## config.mk

```make
export PLATFORM = sky130hd
export DESIGN_NAME = ex_trace_scheduler_flat
export DESIGN_NICKNAME = d
export VERILOG_FILES = /design/src/rtl/ex_trace_scheduler_pkg.sv /design/src/rtl/ex_trace_scheduler_if.sv /design/src/rtl/ex_lane_slot.sv /design/src/rtl/ex_trace_scheduler.sv /design/src/flat_wrapper.sv
export SDC_FILE = /design/constraint.sdc
export NUM_CORES = 1
export LEC_CHECK = 0
export BUFFER_PORTS_ARGS = -buffer_cell sky130_fd_sc_hd__buf_2
export CAP_MARGIN = 20
export CELL_PAD_IN_SITES_DETAIL_PLACEMENT = 0
export CELL_PAD_IN_SITES_GLOBAL_PLACEMENT = 2
export CORE_MARGIN = 10
export CORE_UTILIZATION = 41
export CTS_CLUSTER_DIAMETER = 80
export DETAILED_ROUTE_END_ITERATION = 12
export GPL_TIMING_DRIVEN = 0
export PLACE_DENSITY_LB_ADDON = 0.1
export SLEW_MARGIN = 20
export SYNTH_ARGS = -nofsm -noshare
export SYNTH_HDL_FRONTEND = slang
export SYNTH_HIERARCHICAL = 1
export SYNTH_SLANG_ARGS = --single-unit
```

## constraint.sdc

```tcl
create_clock -name clk -period 3.04 [get_ports clk]
set_input_delay 0.304 -clock clk [delete_from_list [all_inputs] [get_ports clk]]
set_output_delay 0.304 -clock clk [all_outputs]
set_load 0.02 [all_outputs]
```

## src/rtl/ex_trace_scheduler_pkg.sv

```systemverilog
// Shared types for the EX-stage trace scheduler: the trace element carried end to end
// and the per-lane slot state.
package ex_trace_scheduler_pkg;

    typedef struct packed {
        logic [31:0] addr;
        logic [15:0] info;
        logic        passthrough;
    } trace_output;

    typedef enum logic [1:0] {
        IDLE = 2'b00,
        BUSY = 2'b01,
        HOLD = 2'b10
    } lane_state_t;

    // Pointer width for an index space of n entries; never narrower than one bit.
    function automatic int unsigned ptr_w(input int unsigned n);
        return (n > 1) ? $clog2(n) : 1;
    endfunction

endpackage

```

## src/rtl/ex_trace_scheduler_if.sv

```systemverilog
// Bundle of ID-side input, lane dispatch/completion bus, in-order output and status flags.
interface ex_trace_scheduler_if
    import ex_trace_scheduler_pkg::*;
#(
    parameter int NUM_LANES               = 2,
    parameter int PROCESSING_QUEUE_LENGTH = 4,
    parameter int DROP_CNT_WIDTH          = 16
);

    localparam int OCC_W = $clog2(PROCESSING_QUEUE_LENGTH + 1);

    logic                              id_data_ready;
    trace_output                       id_data_i;
    logic        [NUM_LANES-1:0]       lane_start;
    trace_output                       lane_data_o;
    logic        [NUM_LANES-1:0]       lane_done;
    trace_output [NUM_LANES-1:0]       lane_data_i;
    logic                              ex_data_ready;
    trace_output                       ex_data_o;
    logic        [OCC_W-1:0]           occupancy;
    logic                              overflow;
    logic        [DROP_CNT_WIDTH-1:0]  drop_count;
    logic                              protocol_err;

    modport slave (
        input  id_data_ready, id_data_i, lane_done, lane_data_i,
        output lane_start, lane_data_o, ex_data_ready, ex_data_o,
               occupancy, overflow, drop_count, protocol_err
    );

    modport master (
        output id_data_ready, id_data_i, lane_done, lane_data_i,
        input  lane_start, lane_data_o, ex_data_ready, ex_data_o,
               occupancy, overflow, drop_count, protocol_err
    );

endinterface

```

## src/rtl/ex_lane_slot.sv

```systemverilog
// One EX lane as seen by the scheduler: tracks whether the lane is working, and holds
// its finished element until the in-order retire pointer reaches it.
//
// state | meaning
// IDLE  | lane free, may be dispatched
// BUSY  | element handed to the lane, waiting for done
// HOLD  | result captured, waiting for in-order retire
module ex_lane_slot
    import ex_trace_scheduler_pkg::*;
(
    input  logic        clk,
    input  logic        rst,
    input  logic        start,
    input  logic        done,
    input  trace_output data_i,
    input  logic        retire,
    output lane_state_t state,
    output trace_output data_o,
    output logic        err
);

    lane_state_t state_q;
    trace_output data_q;

    always_ff @(posedge clk or negedge rst) begin
        if (!rst) begin
            state_q <= IDLE;
            data_q  <= '0;
        end else begin
            case (state_q)
                IDLE: if (start) state_q <= BUSY;
                BUSY: begin
                    if (done) begin
                        state_q <= HOLD;
                        data_q  <= data_i;
                    end
                end
                HOLD: if (retire) state_q <= IDLE;
                default: state_q <= IDLE;
            endcase
        end
    end

    // A completion is only meaningful while the lane owns an element.
    assign err    = done && (state_q != BUSY);
    assign state  = state_q;
    assign data_o = data_q;

endmodule

```

## src/rtl/ex_trace_scheduler.sv

```systemverilog
// In-order trace element scheduler: queues ID elements, dispatches them round-robin to
// EX lanes and re-emits lane results in dispatch order.
module ex_trace_scheduler
    import ex_trace_scheduler_pkg::*;
#(
    parameter int NUM_LANES               = 2,
    parameter int PROCESSING_QUEUE_LENGTH = 4,
    parameter int DROP_CNT_WIDTH          = 16
)(
    input logic                  clk,
    input logic                  rst,
    ex_trace_scheduler_if.slave  bus
);

    localparam int QD = PROCESSING_QUEUE_LENGTH;
    localparam int PW = ptr_w(QD);
    localparam int LW = ptr_w(NUM_LANES);
    localparam int OW = $clog2(QD + 1);

    localparam logic [PW-1:0] HEAD_LAST = PW'(QD - 1);
    localparam logic [LW-1:0] LANE_LAST = LW'(NUM_LANES - 1);
    localparam logic [OW-1:0] DEPTH_C   = OW'(QD);

    trace_output                      mem_q [QD];
    logic        [PW-1:0]             head_q, tail_q;
    logic        [OW-1:0]             count_q;
    logic        [LW-1:0]             disp_ptr_q, ret_ptr_q;
    logic                             overflow_q, perr_q;
    logic        [DROP_CNT_WIDTH-1:0] drop_q;
    trace_output                      lane_last_q, ex_last_q;

    lane_state_t                      slot_state [NUM_LANES];
    trace_output                      slot_data  [NUM_LANES];
    logic        [NUM_LANES-1:0]      slot_err;
    logic        [NUM_LANES-1:0]      start_vec, retire_vec;

    logic disp_fire, ret_fire, enq, drop;

    // Strict round-robin on both sides: a busy lane stalls dispatch rather than being
    // skipped, which is what keeps retire order equal to dispatch order.
    assign disp_fire = (count_q != '0) && (slot_state[disp_ptr_q] == IDLE);
    assign ret_fire  = (slot_state[ret_ptr_q] == HOLD);
    assign enq       = bus.id_data_ready && ((count_q < DEPTH_C) || disp_fire);
    assign drop      = bus.id_data_ready && !enq;

    always_comb begin
        start_vec  = '0;
        retire_vec = '0;
        if (disp_fire) start_vec[disp_ptr_q] = 1'b1;
        if (ret_fire)  retire_vec[ret_ptr_q] = 1'b1;
    end

    // Queue storage needs no reset: only entries below count_q are ever read out.
    always_ff @(posedge clk) begin
        if (enq) mem_q[tail_q] <= bus.id_data_i;
    end

    always_ff @(posedge clk or negedge rst) begin
        if (!rst) begin
            head_q      <= '0;
            tail_q      <= '0;
            count_q     <= '0;
            disp_ptr_q  <= '0;
            ret_ptr_q   <= '0;
            overflow_q  <= 1'b0;
            perr_q      <= 1'b0;
            drop_q      <= '0;
            lane_last_q <= '0;
            ex_last_q   <= '0;
        end else begin
            if (enq) tail_q <= (tail_q == HEAD_LAST) ? '0 : tail_q + 1'b1;
            if (disp_fire) begin
                head_q      <= (head_q == HEAD_LAST) ? '0 : head_q + 1'b1;
                disp_ptr_q  <= (disp_ptr_q == LANE_LAST) ? '0 : disp_ptr_q + 1'b1;
                lane_last_q <= mem_q[head_q];
            end
            if (enq && !disp_fire) begin
                count_q <= count_q + 1'b1;
            end else if (!enq && disp_fire) begin
                count_q <= count_q - 1'b1;
            end
            if (ret_fire) begin
                ret_ptr_q <= (ret_ptr_q == LANE_LAST) ? '0 : ret_ptr_q + 1'b1;
                ex_last_q <= slot_data[ret_ptr_q];
            end
            if (drop) begin
                overflow_q <= 1'b1;
                if (drop_q != '1) drop_q <= drop_q + 1'b1;
            end
            if (|slot_err) perr_q <= 1'b1;
        end
    end

    for (genvar g = 0; g < NUM_LANES; g++) begin : g_lane
        ex_lane_slot u_slot (
            .clk    (clk),
            .rst    (rst),
            .start  (start_vec[g]),
            .done   (bus.lane_done[g]),
            .data_i (bus.lane_data_i[g]),
            .retire (retire_vec[g]),
            .state  (slot_state[g]),
            .data_o (slot_data[g]),
            .err    (slot_err[g])
        );
    end

    // Data buses show the live element on a strobe and otherwise keep the last one sent.
    assign bus.lane_start    = start_vec;
    assign bus.lane_data_o   = disp_fire ? mem_q[head_q] : lane_last_q;
    assign bus.ex_data_ready = ret_fire;
    assign bus.ex_data_o     = ret_fire ? slot_data[ret_ptr_q] : ex_last_q;
    assign bus.occupancy     = count_q;
    assign bus.overflow      = overflow_q;
    assign bus.drop_count    = drop_q;
    assign bus.protocol_err  = perr_q;

endmodule

```

## src/flat_wrapper.sv

```systemverilog
// flat-port wrapper written by rule: the top's interface ports become plain ports
module ex_trace_scheduler_flat import ex_trace_scheduler_pkg::*;
#(
    parameter int NUM_LANES               = 2,
    parameter int PROCESSING_QUEUE_LENGTH = 4,
    parameter int DROP_CNT_WIDTH          = 16
)
  (clk, rst, bus_id_data_ready, bus_id_data_i, bus_lane_done, bus_lane_data_i, bus_lane_start, bus_lane_data_o, bus_ex_data_ready, bus_ex_data_o, bus_occupancy, bus_overflow, bus_drop_count, bus_protocol_err);
  ex_trace_scheduler_if #(.NUM_LANES(NUM_LANES), .PROCESSING_QUEUE_LENGTH(PROCESSING_QUEUE_LENGTH), .DROP_CNT_WIDTH(DROP_CNT_WIDTH)) bus_i ();
  input logic clk;
  input logic rst;
  input wire logic [$bits(bus_i.id_data_ready)-1:0] bus_id_data_ready;
  input wire logic [$bits(bus_i.id_data_i)-1:0] bus_id_data_i;
  input wire logic [$bits(bus_i.lane_done)-1:0] bus_lane_done;
  input wire logic [$bits(bus_i.lane_data_i)-1:0] bus_lane_data_i;
  output wire logic [$bits(bus_i.lane_start)-1:0] bus_lane_start;
  output wire logic [$bits(bus_i.lane_data_o)-1:0] bus_lane_data_o;
  output wire logic [$bits(bus_i.ex_data_ready)-1:0] bus_ex_data_ready;
  output wire logic [$bits(bus_i.ex_data_o)-1:0] bus_ex_data_o;
  output wire logic [$bits(bus_i.occupancy)-1:0] bus_occupancy;
  output wire logic [$bits(bus_i.overflow)-1:0] bus_overflow;
  output wire logic [$bits(bus_i.drop_count)-1:0] bus_drop_count;
  output wire logic [$bits(bus_i.protocol_err)-1:0] bus_protocol_err;
  assign bus_i.id_data_ready = bus_id_data_ready;
  assign bus_i.id_data_i = bus_id_data_i;
  assign bus_i.lane_done = bus_lane_done;
  assign bus_i.lane_data_i = bus_lane_data_i;
  assign bus_lane_start = bus_i.lane_start;
  assign bus_lane_data_o = bus_i.lane_data_o;
  assign bus_ex_data_ready = bus_i.ex_data_ready;
  assign bus_ex_data_o = bus_i.ex_data_o;
  assign bus_occupancy = bus_i.occupancy;
  assign bus_overflow = bus_i.overflow;
  assign bus_drop_count = bus_i.drop_count;
  assign bus_protocol_err = bus_i.protocol_err;
  ex_trace_scheduler #(.NUM_LANES(NUM_LANES), .PROCESSING_QUEUE_LENGTH(PROCESSING_QUEUE_LENGTH), .DROP_CNT_WIDTH(DROP_CNT_WIDTH)) u_core (.clk(clk), .rst(rst), .bus(bus_i));
endmodule
```

* Word level (Yosys, flattened, before mapping)
Memory sizes are Yosys's and may differ from the RTL's. Index checks and enable logic that the tools add are counted.
Operators by class: add/subtract/negate cells 7, order comparisons 7, equal/unequal tests 16, muxes and demuxes 33, bitwise operators 2, reductions and logical operators 23
Operators by type and width (number):
- $mux W49 | 5
- $mux W2 | 16
- $add A16 B1 Y16 const B | 1
- $ne A16 B16 Y1 const B | 1
- $pmux W2 S3 | 2
- $eq A2 B2 Y1 const B | 5
- $logic_and A1 B1 Y1 | 9
- $ne A2 B1 Y1 const B | 4
- $ne A2 B2 Y1 const B | 4
- $logic_not A2 Y1 | 3
- $mux W1 | 6
- $mux W3 | 2
- $reduce_and A2 Y1 | 3
- $reduce_and A3 Y1 | 2
- $add A2 B1 Y2 const B | 2
- $eq A2 B1 Y1 const B | 2
- $ge A2 B2 Y1 const B | 2
- $lt A1 B2 Y1 const B | 2
- $not A1 Y2 | 2
- $add A3 B1 Y3 const B | 1
- $lt A3 B3 Y1 const B | 1
- $reduce_bool A3 Y1 | 1
- $sub A3 B1 Y3 const B | 1
- $add A1 B1 Y1 const B | 2
- 6 further kinds | 9
Storage, ports and cells: bits in registers 227, memory bits (writable) 196, input bits 152, memories 1
Memory list:
- u_core.mem_q | depth 4, bits a word 49, rd ports 1, clocked after Yosys merged registers in 0, write ports 1, line ex_trace_scheduler.sv:24 | trace_output mem_q [QD];

* Depth between registers and ports, before layout
Gate-level depths: netlist of run 1.
depth after elaboration 12, mapped depth 10

* Cells and area by module
Netlist of run 1, hierarchy kept.
Modules (own cells, without submodules):
- ex_trace_scheduler | times used 1, cells an instance 696, area each 12259.3 sq um
- ex_lane_slot | times used 2, cells an instance 112, area each 1934.4 sq um

* Worst setup path before layout of run 1
No wires, ideal clock.
kind register -> register, start register u_core.g_lane[0].u_slot.state_q[0], end memory u_core/mem_q[0][0] (netlist bit), enable pin, library setup time 412 ps, arrival 2262 ps, required time 2628 ps, slack 366 ps, cell stages (with the launch flop) 5, path buffers 0, clock period less this slack 2674 ps, cells stage by stage dfrtp_1 > nor3_2 > a21o_1 > o21a_1 > and2_1
On the way: word-level cells in the longest chain between the ends 9
Ends and longest elaborated chain:
- start: declaration | line ex_lane_slot.sv:22 | lane_state_t state_q;
- start signal: assignment | line ex_lane_slot.sv:27 | state_q <= IDLE;
- start signal: assignment | line ex_lane_slot.sv:31 | IDLE: if (start) state_q <= BUSY;
- start signal: assignment | line ex_lane_slot.sv:34 | state_q <= HOLD;
- $mux W2 (implied by the code) (3 in a row) | line ex_trace_scheduler.sv:41 | assign disp_fire = (count_q != '0) && (slot_state[disp_ptr_q] == IDLE);
- $logic_not A2 Y1 | line ex_trace_scheduler.sv:41
- $logic_and A1 B1 Y1 | line ex_trace_scheduler.sv:41
- $logic_or A1 B1 Y1 | line ex_trace_scheduler.sv:43 | assign enq = bus.id_data_ready && ((count_q < DEPTH_C) || disp_fire);
- $logic_and A1 B1 Y1 | line ex_trace_scheduler.sv:43
- via u_core.enq | line ex_trace_scheduler.sv:37 | logic disp_fire, ret_fire, enq, drop;
- $mux W1 | line ex_trace_scheduler.sv:55 | if (enq) mem_q[tail_q] <= bus.id_data_i;
- $mux W1 (implied by the code) | line ex_trace_scheduler.sv:55
- end: declaration | line ex_trace_scheduler.sv:24
The timed path passes the listed nets, and every way through them passes these cells. The select of a mux whose other input is x is not followed.

* Final worst setup path of run 1
start register u_core.count_q[1], in the netlist u_core/bus.occupancy[1], end output port bus_lane_data_o[24]
On the way: word-level cells in the longest chain between the ends 3
Ends and longest elaborated chain:
- start: declaration | line ex_trace_scheduler.sv:26 | logic [OW-1:0] count_q;
- start signal: assignment | line ex_trace_scheduler.sv:78 | count_q <= count_q + 1'b1;
- start signal: assignment | line ex_trace_scheduler.sv:80 | count_q <= count_q - 1'b1;
- $reduce_bool A3 Y1 | line ex_trace_scheduler.sv:41
- $logic_and A1 B1 Y1 | line ex_trace_scheduler.sv:41
- $mux W49 | line ex_trace_scheduler.sv:110 | assign bus.lane_data_o = disp_fire ? mem_q[head_q] : lane_last_q;
- end: declaration | line flat_wrapper.sv:17 | output wire logic [$bits(bus_i.lane_data_o)-1:0] bus_lane_data_o;
Every way passes these cells.

==> flow_summary.ini, run 1 <==
[power_and_ir_drop]
cellLeakagePower_nw = 8.93
share_seq_of_total_power = 0.378
power_frac_comb = 0.389
pwr-share-clk = 0.233
power.switching_mw = 8.13
total_power_mw = 23.1
netSwitchingFraction = 0.352
power.density_cell_area_nw_per_um2 = 1080
vdd_ir_drop_max_v = 0.000655
internal_power_mw = 15.0

[timing]
grt_setup_unrepaired = false
final-max-slew-violation-count = 0
finalWorstPathRequiredPeriod_ps = 2830
post-route-period-util = 0.930
report.final.setup_viol = 0
finalHoldViolations = 0
max_freq_mhz = 354
timing.max_slew.rel_slack = 0.598
worstMarginPinSlew_ps = 602
fin_setup_tns_ps = 0
fin_skew_ps = 22.4

[run]
timing.max_cap.violations = 0

[route]
route.antenna.remaining_nets = 0
dr_total_vias = 9482
route.detailed.vias_per_inst = 4.87
wl_per_cell_um = 20.9
drt_iter0_markers = 547
drt-total-wl_um = 40600
detail_route.drc_violations = 0
drt_pre_antenna_iters = 4

[synth]
synth.ff_latch_count = 423
synth.avg_cell_area_um2 = 17.5
yosys.area.top_type_share = 0.365
post_synth_main_area_contributors = sky130_fd_sc_hd__edfxtp_1, sky130_fd_sc_hd__dfrtp_1, sky130_fd_sc_hd__mux2_2
netlist_area_um2 = 16100
synth_fp_nets = 1080
yosys_most_used_dff = sky130_fd_sc_hd__dfrtp_1
synth.cells.most_frequent = sky130_fd_sc_hd__dfrtp_1, sky130_fd_sc_hd__edfxtp_1, sky130_fd_sc_hd__mux2_2
post-synth-top-area-cell = sky130_fd_sc_hd__edfxtp_1
yosysUniqueCellTypes = 41
async_flop_share = 0.537
post_synth_inst_count = 920
synth.most_common_cell = sky130_fd_sc_hd__dfrtp_1
count_of_flip_flops_with_a_built_in_enable_after_synthesis = 196
yosysSeqAreaShare = 0.717
synth-warning-count = 6

[grt]
first_global_vias = 10400
overall_global_routing_resource_usage = 0.170
antenna_violations_before_repair = 4
maximum_number_of_pins_on_one_net_before_global_route_repair = 82
grt_ovf = 0
grt_pass1_wl_um = 62700

[setup_path]
critical_path.reg2reg.endpoint = u_core/bus.occupancy[2]
critical_path_peak_fanout = 10
rr_worst_depth = 9
worst-endpoint-required_ps = 2740
setup.worst_path.start = u_core/bus.occupancy[1]
r2r_setup_slack_ps = 580
worst_setup_path_start_kind = flop
timing.critical_path.to_type = output port
cp-endpoint = bus_lane_data_o[24]
regToRegStartpoint = u_core/bus.occupancy[1]
crit_type = reg -> out
critPathArrivalTime_ps = 2520

[clock_network]
numClockSinks = 423
cts_max_level = 2
clk_root_buffer_cell = sky130_fd_sc_hd__clkbuf_16
cts-root-to-sink-buffers = 3
tritoncts = done
clock_latency_ps = 580
clkTransAtPathRegs_ps = 60
cts_made_buffers = 46
cts_post_setup_buffers_inserted = 0

[die]
floorplan.die_area_um2 = 47700
die_width_um = 218
design.portCount = 274
die_y_um = 218
std_cell_rows = 72
floorplan.initialDensity = 0.416
core_area_um2 = 38700

[cells_and_area]
area_growth_syn_to_layout_pct = 32.0
final.fill_count = 3197
drive_above_1_share = 0.402
nNetsFinal = 1556

[placement]
dp.final_hpwl_um = 27300
gp_congestion = 0.731
numPortBuffers = 273

[worst_hold_path]
min-delay-path-class = in -> reg

[outcome]
run_status = finished, final reports clean
-- what timing repair did --
action / CTS / global route
resized for setup: 3 / 13
hold buffers: 148 / 0
setup endpoints to repair: 18 / 44
hold endpoints to repair: 339 / 0
-- stage by stage --
| stage | setup WS [ps] | cell area (um2) | instances | utilization | hold slack [ps] |
|---|---|---|---|---|---|
| after floorplan | 366 | 16100 | 920 | - | 8.41 |
| after global placement | -2830 | 18100 | 1711 | 0.468 | 453 |
| after detailed placement | 550 | 18300 | 1718 | 0.473 | 251 |
| after CTS | 0.810 | 21300 | 1941 | 0.549 | 32.0 |
| after global routing | 0.395 | 21300 | 1945 | 0.549 | 68.8 |
| final | 213 | 21300 | 1946 | 0.549 | 66.7 |
-- worst min-delay path by stage --
stage | slack, ps | cells past startpoint | end | startpoint
final | 70 | 3 | u_core/g_lane[1].u_slot/state[0] | bus_lane_done[1]
after global routing | 70 | 3 | u_core/g_lane[1].u_slot/state[0] | bus_lane_done[1]
after CTS | 30 | 3 | u_core/g_lane[1].u_slot/state[0] | bus_lane_done[1]
after detailed placement | 250 | 1 | u_core/bus.drop_count[2] | rst
after global placement | 450 | 2 | u_core/ex_last_q[28] | u_core/ex_last_q[28]
after floorplan | 8 | 0 | u_core/bus.drop_count[0] | rst
-- placed cells by master, fill, tap and decap left out, drive strengths merged, types with 3 or more instances in the layout --
| master | Yosys | final |
|---|---|---|
| ha | 7 | 7 |
| nand3b | 3 | 3 |
| nand4 | 7 | 7 |
| xnor2 | 14 | 14 |
| clkbuf | 21 | 85 |
| and3 | 7 | 7 |
| nor2 | 10 | 10 |
| and2 | 6 | 6 |
| xor2 | 4 | 4 |
| clkinv | 0 | 5 |
| nand3 | 4 | 4 |
| nor3 | 3 | 3 |
| a21boi | 3 | 3 |
| mux2 | 150 | 150 |
| mux4 | 49 | 49 |
| bufinv | 0 | 3 |
| a22oi | 49 | 49 |
| a21o | 3 | 3 |
| dlygate4sd3 | 0 | 148 |
| dfrtp | 227 | 227 |
| nand2 | 109 | 109 |
| edfxtp | 196 | 196 |
| buf | 22 | 303 |
| inv | 7 | 9 |
| diode | 0 | 5 |
-- power by group through the flow --
stage          Combinational (mW)  Sequential, mW  Clock [mW]
2_1_floorplan                5.94            8.70           0
3_3_place_gp                 8.88            8.82           0
3_5_place_dp                 9.05            8.82           0
4_1_cts                      9.25            8.72        5.56
5_1_grt                      9.79            8.91        5.77
6_report                     8.98            8.72        5.39
-- worst max-delay path, cell delays in order, from the launching register on --
cell and delay [ps]:
sky130_fd_sc_hd__dfrtp_1 420, sky130_fd_sc_hd__or3_1 430, sky130_fd_sc_hd__nand2_2 240, sky130_fd_sc_hd__buf_4 270, sky130_fd_sc_hd__mux2_2 400, sky130_fd_sc_hd__buf_2 170
-- sequential cells by signal, summed over array words and instances (netlist names) --
name                         cells
u_core/tail_q                    2
u_core/g_lane.u_slot/data_o     98
u_core/head_q                    2
u_core/ret_ptr_q                 1
u_core/bus.drop_count           16
u_core/bus.occupancy             3
u_core/ex_last_q                49
u_core/g_lane.u_slot/state       4
u_core/bus.overflow              1
u_core/mem_q                   196
u_core/lane_last_q              49
u_core/bus.protocol_err          1
u_core/disp_ptr_q                1
-- layout make-up --
| cell class | count | area [um2] | area share |
|---|---|---|---|
| sequential | 423 | 11600 | 0.543 |
| multi-input combinational | 447 | 4290 | 0.201 |
| timing repair buffer | 428 | 3040 | 0.143 |
| clock buffer | 65 | 1290 | 0.0608 |
| tap | 518 | 648 | 0.0304 |
| buffer | 43 | 277 | 0.0130 |
| clock inverter | 10 | 140 | 0.00658 |
| inverter | 7 | 26.3 | 0.00123 |
| antenna | 5 | 12.5 | 0.000588 |
-- cell families after synthesis --
| group | synth area share |
|---|---|
| buf+inv | 0.0182 |
| flops | 0.717 |
| compound gates | 0.0292 |
| fa+ha+maj | 0.00667 |
| xor+xnor | 0.00977 |
| simple gates | 0.0458 |
| mux | 0.173 |
-- layer usage --
layer	vias to the layer above	routed length, um	GRT usage
li1	4409	-	-
met1	4770	18100	0.225
met2	237	19400	0.274
met3	66	2100	0.0378
met4	0	967	0.0565
met5	-	0	0
Power figures use the tool's default switching activity.
==> run 2, diff against run 1 <==
Settings changed: CORE_UTILIZATION 41 to 45, CTS_BUF_LIST from default to sky130_fd_sc_hd__clkbuf_4 sky130_fd_sc_hd__clkbuf_8.
Clock period 3.04 ns to 3.7 ns, I/O delays scaled along.
==> flow_summary.ini, run 2 (synthesis gave the netlist of run 1 again) <==
[outcome]
run_status = finished, final reports clean

[placement]
dp.final_hpwl_um = 26300
dp_worst_setup_slack_ps = 1210
detailed_place.area_um2 = 18200
numPortBuffers = 273
gp_congestion = 0.735

[clock_network]
cts_made_buffers = 72
cts-root-to-sink-buffers = 3
clkTransAtPathRegs_ps = 60
clk_root_buffer_cell = sky130_fd_sc_hd__clkbuf_8
tritoncts = done
cts_max_level = 3
numClockSinks = 423
clock_latency_ps = 620

[cells_and_area]
most-common-layout-cells = sky130_fd_sc_hd__buf_2, sky130_fd_sc_hd__dfrtp_1, sky130_fd_sc_hd__edfxtp_1, sky130_fd_sc_hd__dlygate4sd3_1, sky130_fd_sc_hd__mux2_2
registers.top_by_ff_count = u_core/mem_q
fin_area_um2 = 21200
area_growth_syn_to_layout_pct = 31.7
layout.cells.most_common = sky130_fd_sc_hd__buf_2
nNetsFinal = 1581
drive_above_1_share = 0.427
largest_register_ff_count = 196

[power_and_ir_drop]
cellLeakagePower_nw = 8.99
total_power_mw = 18.8
power.density_cell_area_nw_per_um2 = 886
vdd_ir_drop_max_v = 0.000640

[setup_path]
worst-endpoint-required_ps = 3330
timing.critical_path.to_type = output port
worst_setup_path_start_kind = flop
crit_type = reg -> out
critical_path_peak_fanout = 10
critPathArrivalTime_ps = 2750

[route]
drt-total-wl_um = 39800
drt_pre_antenna_iters = 4
drt_iter0_markers = 494
route.detailed.vias_per_inst = 4.97
wl_per_cell_um = 20.5
detail_route.drc_violations = 0
dr_total_vias = 9659
route.antenna.remaining_nets = 0

[grt]
overall_global_routing_resource_usage = 0.181
grt_ovf = 0
first_global_vias = 10600
grt_pass1_wl_um = 62000
antenna_violations_before_repair = 5
maximum_number_of_pins_on_one_net_before_global_route_repair = 91

[die]
die_y_um = 209
floorplan.initialDensity = 0.455
design.portCount = 274
floorplan.die_area_um2 = 43800
core_area_um2 = 35500
std_cell_rows = 69
die_width_um = 209

[worst_hold_path]
min-delay-path-class = in -> reg

[timing]
timing.final.ws_setup_ps = 583
report.final.setup_viol = 0
fin_skew_ps = 27.3
timing.max_slew.rel_slack = 0.507
post-route-period-util = 0.842
max_freq_mhz = 321
finalWorstPathRequiredPeriod_ps = 3120
grt_setup_unrepaired = false
final-max-slew-violation-count = 0
finalHoldViolations = 0
worstMarginPinSlew_ps = 739

[run]
timing.max_cap.violations = 0
run 2: final timing paths:
kind,endpoint,start,slack (ps),cells after the start
worst max register to register,u_core/bus.occupancy[2],u_core/bus.occupancy[2],1210,9
min in group asynchronous,u_core/bus.drop_count[0],rst,330,2
worst min register to register,u_core/bus.protocol_err,u_core/bus.protocol_err,460,1
max in group asynchronous,u_core/lane_last_q[26],rst,2170,4
worst min-delay path,u_core/g_lane[1].u_slot/state[0],bus_lane_done[1],110,3
worst max-delay path,bus_lane_data_o[2],u_core/head_q[1],580,5
run 2: metrics by stage:
stage	instances	hold slack, ps	util	TNS [ps]
floorplan	920	74.4	-	0
global placement	1654	452	0.509	-510620
detailed placement	1660	391	0.514	0
CTS	1936	54.1	0.598	0
global route	1941	81.8	0.598	0
finish	1943	109	0.598	0
run 2: critical path: stages (launching register included):
cell	delay, ps
sky130_fd_sc_hd__dfrtp_1	350
sky130_fd_sc_hd__clkbuf_1	260
sky130_fd_sc_hd__clkbuf_1	610
sky130_fd_sc_hd__mux4_2	410
sky130_fd_sc_hd__mux2_2	320
sky130_fd_sc_hd__buf_2	170
run 2: final cells by class:
type	instances	area, um2
clock inverters	13	136
diodes	7	17.5
fillers	2799	14200
inverters	7	26.3
repair buffers	427	3010
well taps	461	577
plain buffers	43	268
flip-flops and latches	423	11600
clock buffers	115	1360
multi-input cells	447	4280
run 2: routing by layer:
layer | track usage | wire [um] | up-vias
met5 | 0 | 0 | -
met4 | 0.0581 | 759 | 0
met3 | 0.0468 | 2160 | 54
met2 | 0.295 | 19400 | 253
met1 | 0.233 | 17500 | 4881
li1 | - | - | 4471
run 2: timing repair:
item | CTS | global route
hold endpoints to repair | 365 | 0
hold buffers | 148 | 0
resized for setup | 0 | 0
setup buffers | 0 | 0
run 2: power breakdown:
group,internal [mW],switching [mW]
registers,6.59,0.572
clock network,2.42,1.85
logic,3.06,4.32
==> run 3, diff against run 2 <==
Settings changed: CORE_UTILIZATION 45 to 38.
Clock period 3.7 ns to 2.83 ns, I/O delays scaled along.
==> flow_summary.ini, run 3 (synthesis gave the netlist of run 1 again) <==
[outcome]
run_status = finished, final reports clean

[timing]
finalHoldViolations = 0
max_freq_mhz = 366
finalWorstPathRequiredPeriod_ps = 2730
worstMarginPinSlew_ps = 681
final-max-slew-violation-count = 0
timing.max_slew.rel_slack = 0.546
timing.final.ws_setup_ps = 97.3
post-route-period-util = 0.966
report.final.setup_viol = 0
grt_setup_unrepaired = true
fin_skew_ps = 23.3

[power_and_ir_drop]
internal_power_mw = 15.9
cellLeakagePower_nw = 9.09
share_seq_of_total_power = 0.378
power.switching_mw = 8.85
vdd_ir_drop_max_v = 0.000723
pwr-share-clk = 0.226
power_frac_comb = 0.396
power.density_cell_area_nw_per_um2 = 1160
netSwitchingFraction = 0.357

[die]
die_width_um = 226
floorplan.die_area_um2 = 51100
floorplan.initialDensity = 0.384
core_area_um2 = 41900
die_y_um = 226
std_cell_rows = 75
design.portCount = 274

[clock_network]
tritoncts = done
clock_latency_ps = 620
cts_made_buffers = 75
clk_root_buffer_cell = sky130_fd_sc_hd__clkbuf_8
clkTransAtPathRegs_ps = 60
cts-root-to-sink-buffers = 3
numClockSinks = 423
cts_max_level = 3

[placement]
numPortBuffers = 273
dp_worst_setup_slack_ps = 257
gp_congestion = 0.724
dp.final_hpwl_um = 27200
detailed_place.area_um2 = 18300

[route]
drt-total-wl_um = 41500
dr_total_vias = 9732
route.antenna.remaining_nets = 0
detail_route.drc_violations = 0
drt_pre_antenna_iters = 4
route.detailed.vias_per_inst = 4.81
drt_iter0_markers = 440
wl_per_cell_um = 20.5

[cells_and_area]
area_growth_syn_to_layout_pct = 33.0
nNetsFinal = 1588
area_of_combinational_cells_with_multiple_inputs_um2 = 4310
most-common-layout-cells = sky130_fd_sc_hd__buf_2, sky130_fd_sc_hd__dfrtp_1, sky130_fd_sc_hd__edfxtp_1, sky130_fd_sc_hd__dlygate4sd3_1, sky130_fd_sc_hd__mux2_2
fin_area_um2 = 21400
largest_register_ff_count = 196
drive_above_1_share = 0.443
regArea_um2 = 11600
layout.cells.most_common = sky130_fd_sc_hd__buf_2
final.fill_count = 3690
registers.top_by_ff_count = u_core/mem_q

[grt]
antenna_violations_before_repair = 5
maximum_number_of_pins_on_one_net_before_global_route_repair = 85
grt_ovf = 0
overall_global_routing_resource_usage = 0.164
grt_pass1_wl_um = 64100
first_global_vias = 10800

[setup_path]
critical_path_peak_fanout = 10
crit_type = reg -> out
worst-endpoint-required_ps = 2550
worst_setup_path_start_kind = flop
critPathArrivalTime_ps = 2450
timing.critical_path.to_type = output port

[run]
timing.max_cap.violations = 0

[worst_hold_path]
min-delay-path-class = in -> reg
==> run 3: changes by cell type in the layout (fill, tap and decap cells not counted), moves of 2 or more <==
cell,delta
sky130_fd_sc_hd__dfrtp_1,-2
sky130_fd_sc_hd__nor2_1,-3
sky130_fd_sc_hd__clkbuf_1,-20
sky130_fd_sc_hd__clkinvlp_4,-2
sky130_fd_sc_hd__dlygate4sd3_1,+2
sky130_fd_sc_hd__buf_6,+4
sky130_fd_sc_hd__clkbuf_2,+14
sky130_fd_sc_hd__clkbuf_8,+9
sky130_fd_sc_hd__dfrtp_2,+2
sky130_fd_sc_hd__clkbuf_4,-3
sky130_fd_sc_hd__clkinv_8,-3
sky130_fd_sc_hd__nor2_2,+3
==> run 3: repair_timing <==
action / 4_1_cts / 5_1_grt
hold endpoints to repair: 372 / 0
gates resized for setup: 31 / 13
buffers inserted: 0 / 2
endpoints found under the setup margin: 99 / 73
pin swaps: 1 / 1
hold buffers: 150 / 0
==> run 3: path summary, 6_finish.rpt <==
| kind | depth (start not counted) | slack [ps] | end | start |
|---|---|---|---|---|
| max | 5 | 100 | bus_lane_data_o[14] | u_core/head_q[0] |
| min | 5 | 140 | u_core/bus.drop_count[12] | bus_id_data_ready |
| max reg2reg | 9 | 440 | u_core/bus.occupancy[2] | u_core/bus.occupancy[2] |
| min reg2reg | 2 | 470 | u_core/ex_last_q[8] | u_core/ex_last_q[8] |
| max in group asynchronous | 4 | 1320 | u_core/lane_last_q[15] | rst |
| min in group asynchronous | 2 | 260 | u_core/ex_last_q[30] | rst |
==> run 3: worst max-delay path: stages (launching register included) <==
cell	delay, ps
sky130_fd_sc_hd__dfrtp_1	360
sky130_fd_sc_hd__buf_4	200
sky130_fd_sc_hd__buf_4	270
sky130_fd_sc_hd__mux4_2	530
sky130_fd_sc_hd__mux2_2	320
sky130_fd_sc_hd__buf_2	170
==> run 3: cell type report <==
cell class | count | area share
flip-flops and latches | 423 | 0.539
multi-input cells | 447 | 0.201
plain buffers | 43 | 0.0149
repair buffers | 431 | 0.142
clock buffers | 117 | 0.0666
inverters | 7 | 0.00123
well taps | 539 | 0.0314
diodes | 6 | 0.000700
clock inverters | 9 | 0.00257
==> run 3: per-layer routing <==
metal / global-route usage / vias to the layer above / wire [um] / part of all wire
li1: - / 4477 / - / -
met1: 0.207 / 4888 / 17700 / 0.43
met2: 0.263 / 287 / 19800 / 0.48
met3: 0.0479 / 80 / 2800 / 0.067
met4: 0.0630 / 0 / 1230 / 0.030
met5: 0 / - / 0 / 0
==> run 3: per-stage QoR <==
stage          TNS, ps  hold slack (ps)  cells  total power [mW]   util
4_1_cts              0             77.9   2014              25.2  0.510
3_3_place_gp   -910570              451   1732              19.0  0.433
5_1_grt           -193              126   2020              26.4  0.511
2_1_floorplan        0            -12.6    920              15.7      -
3_5_place_dp         0              339   1738              19.2  0.437
6_report             0              138   2022              24.8  0.511
==> run 3: power by group through the flow <==
stage,Sequential (mW),Combinational [mW],Clock [mW]
after floorplan,9.34,6.38,0
after global placement,9.47,9.56,0
after detailed placement,9.47,9.75,0
after CTS,9.38,10.0,5.81
after global routing,9.59,10.7,6.11
final,9.37,9.81,5.60
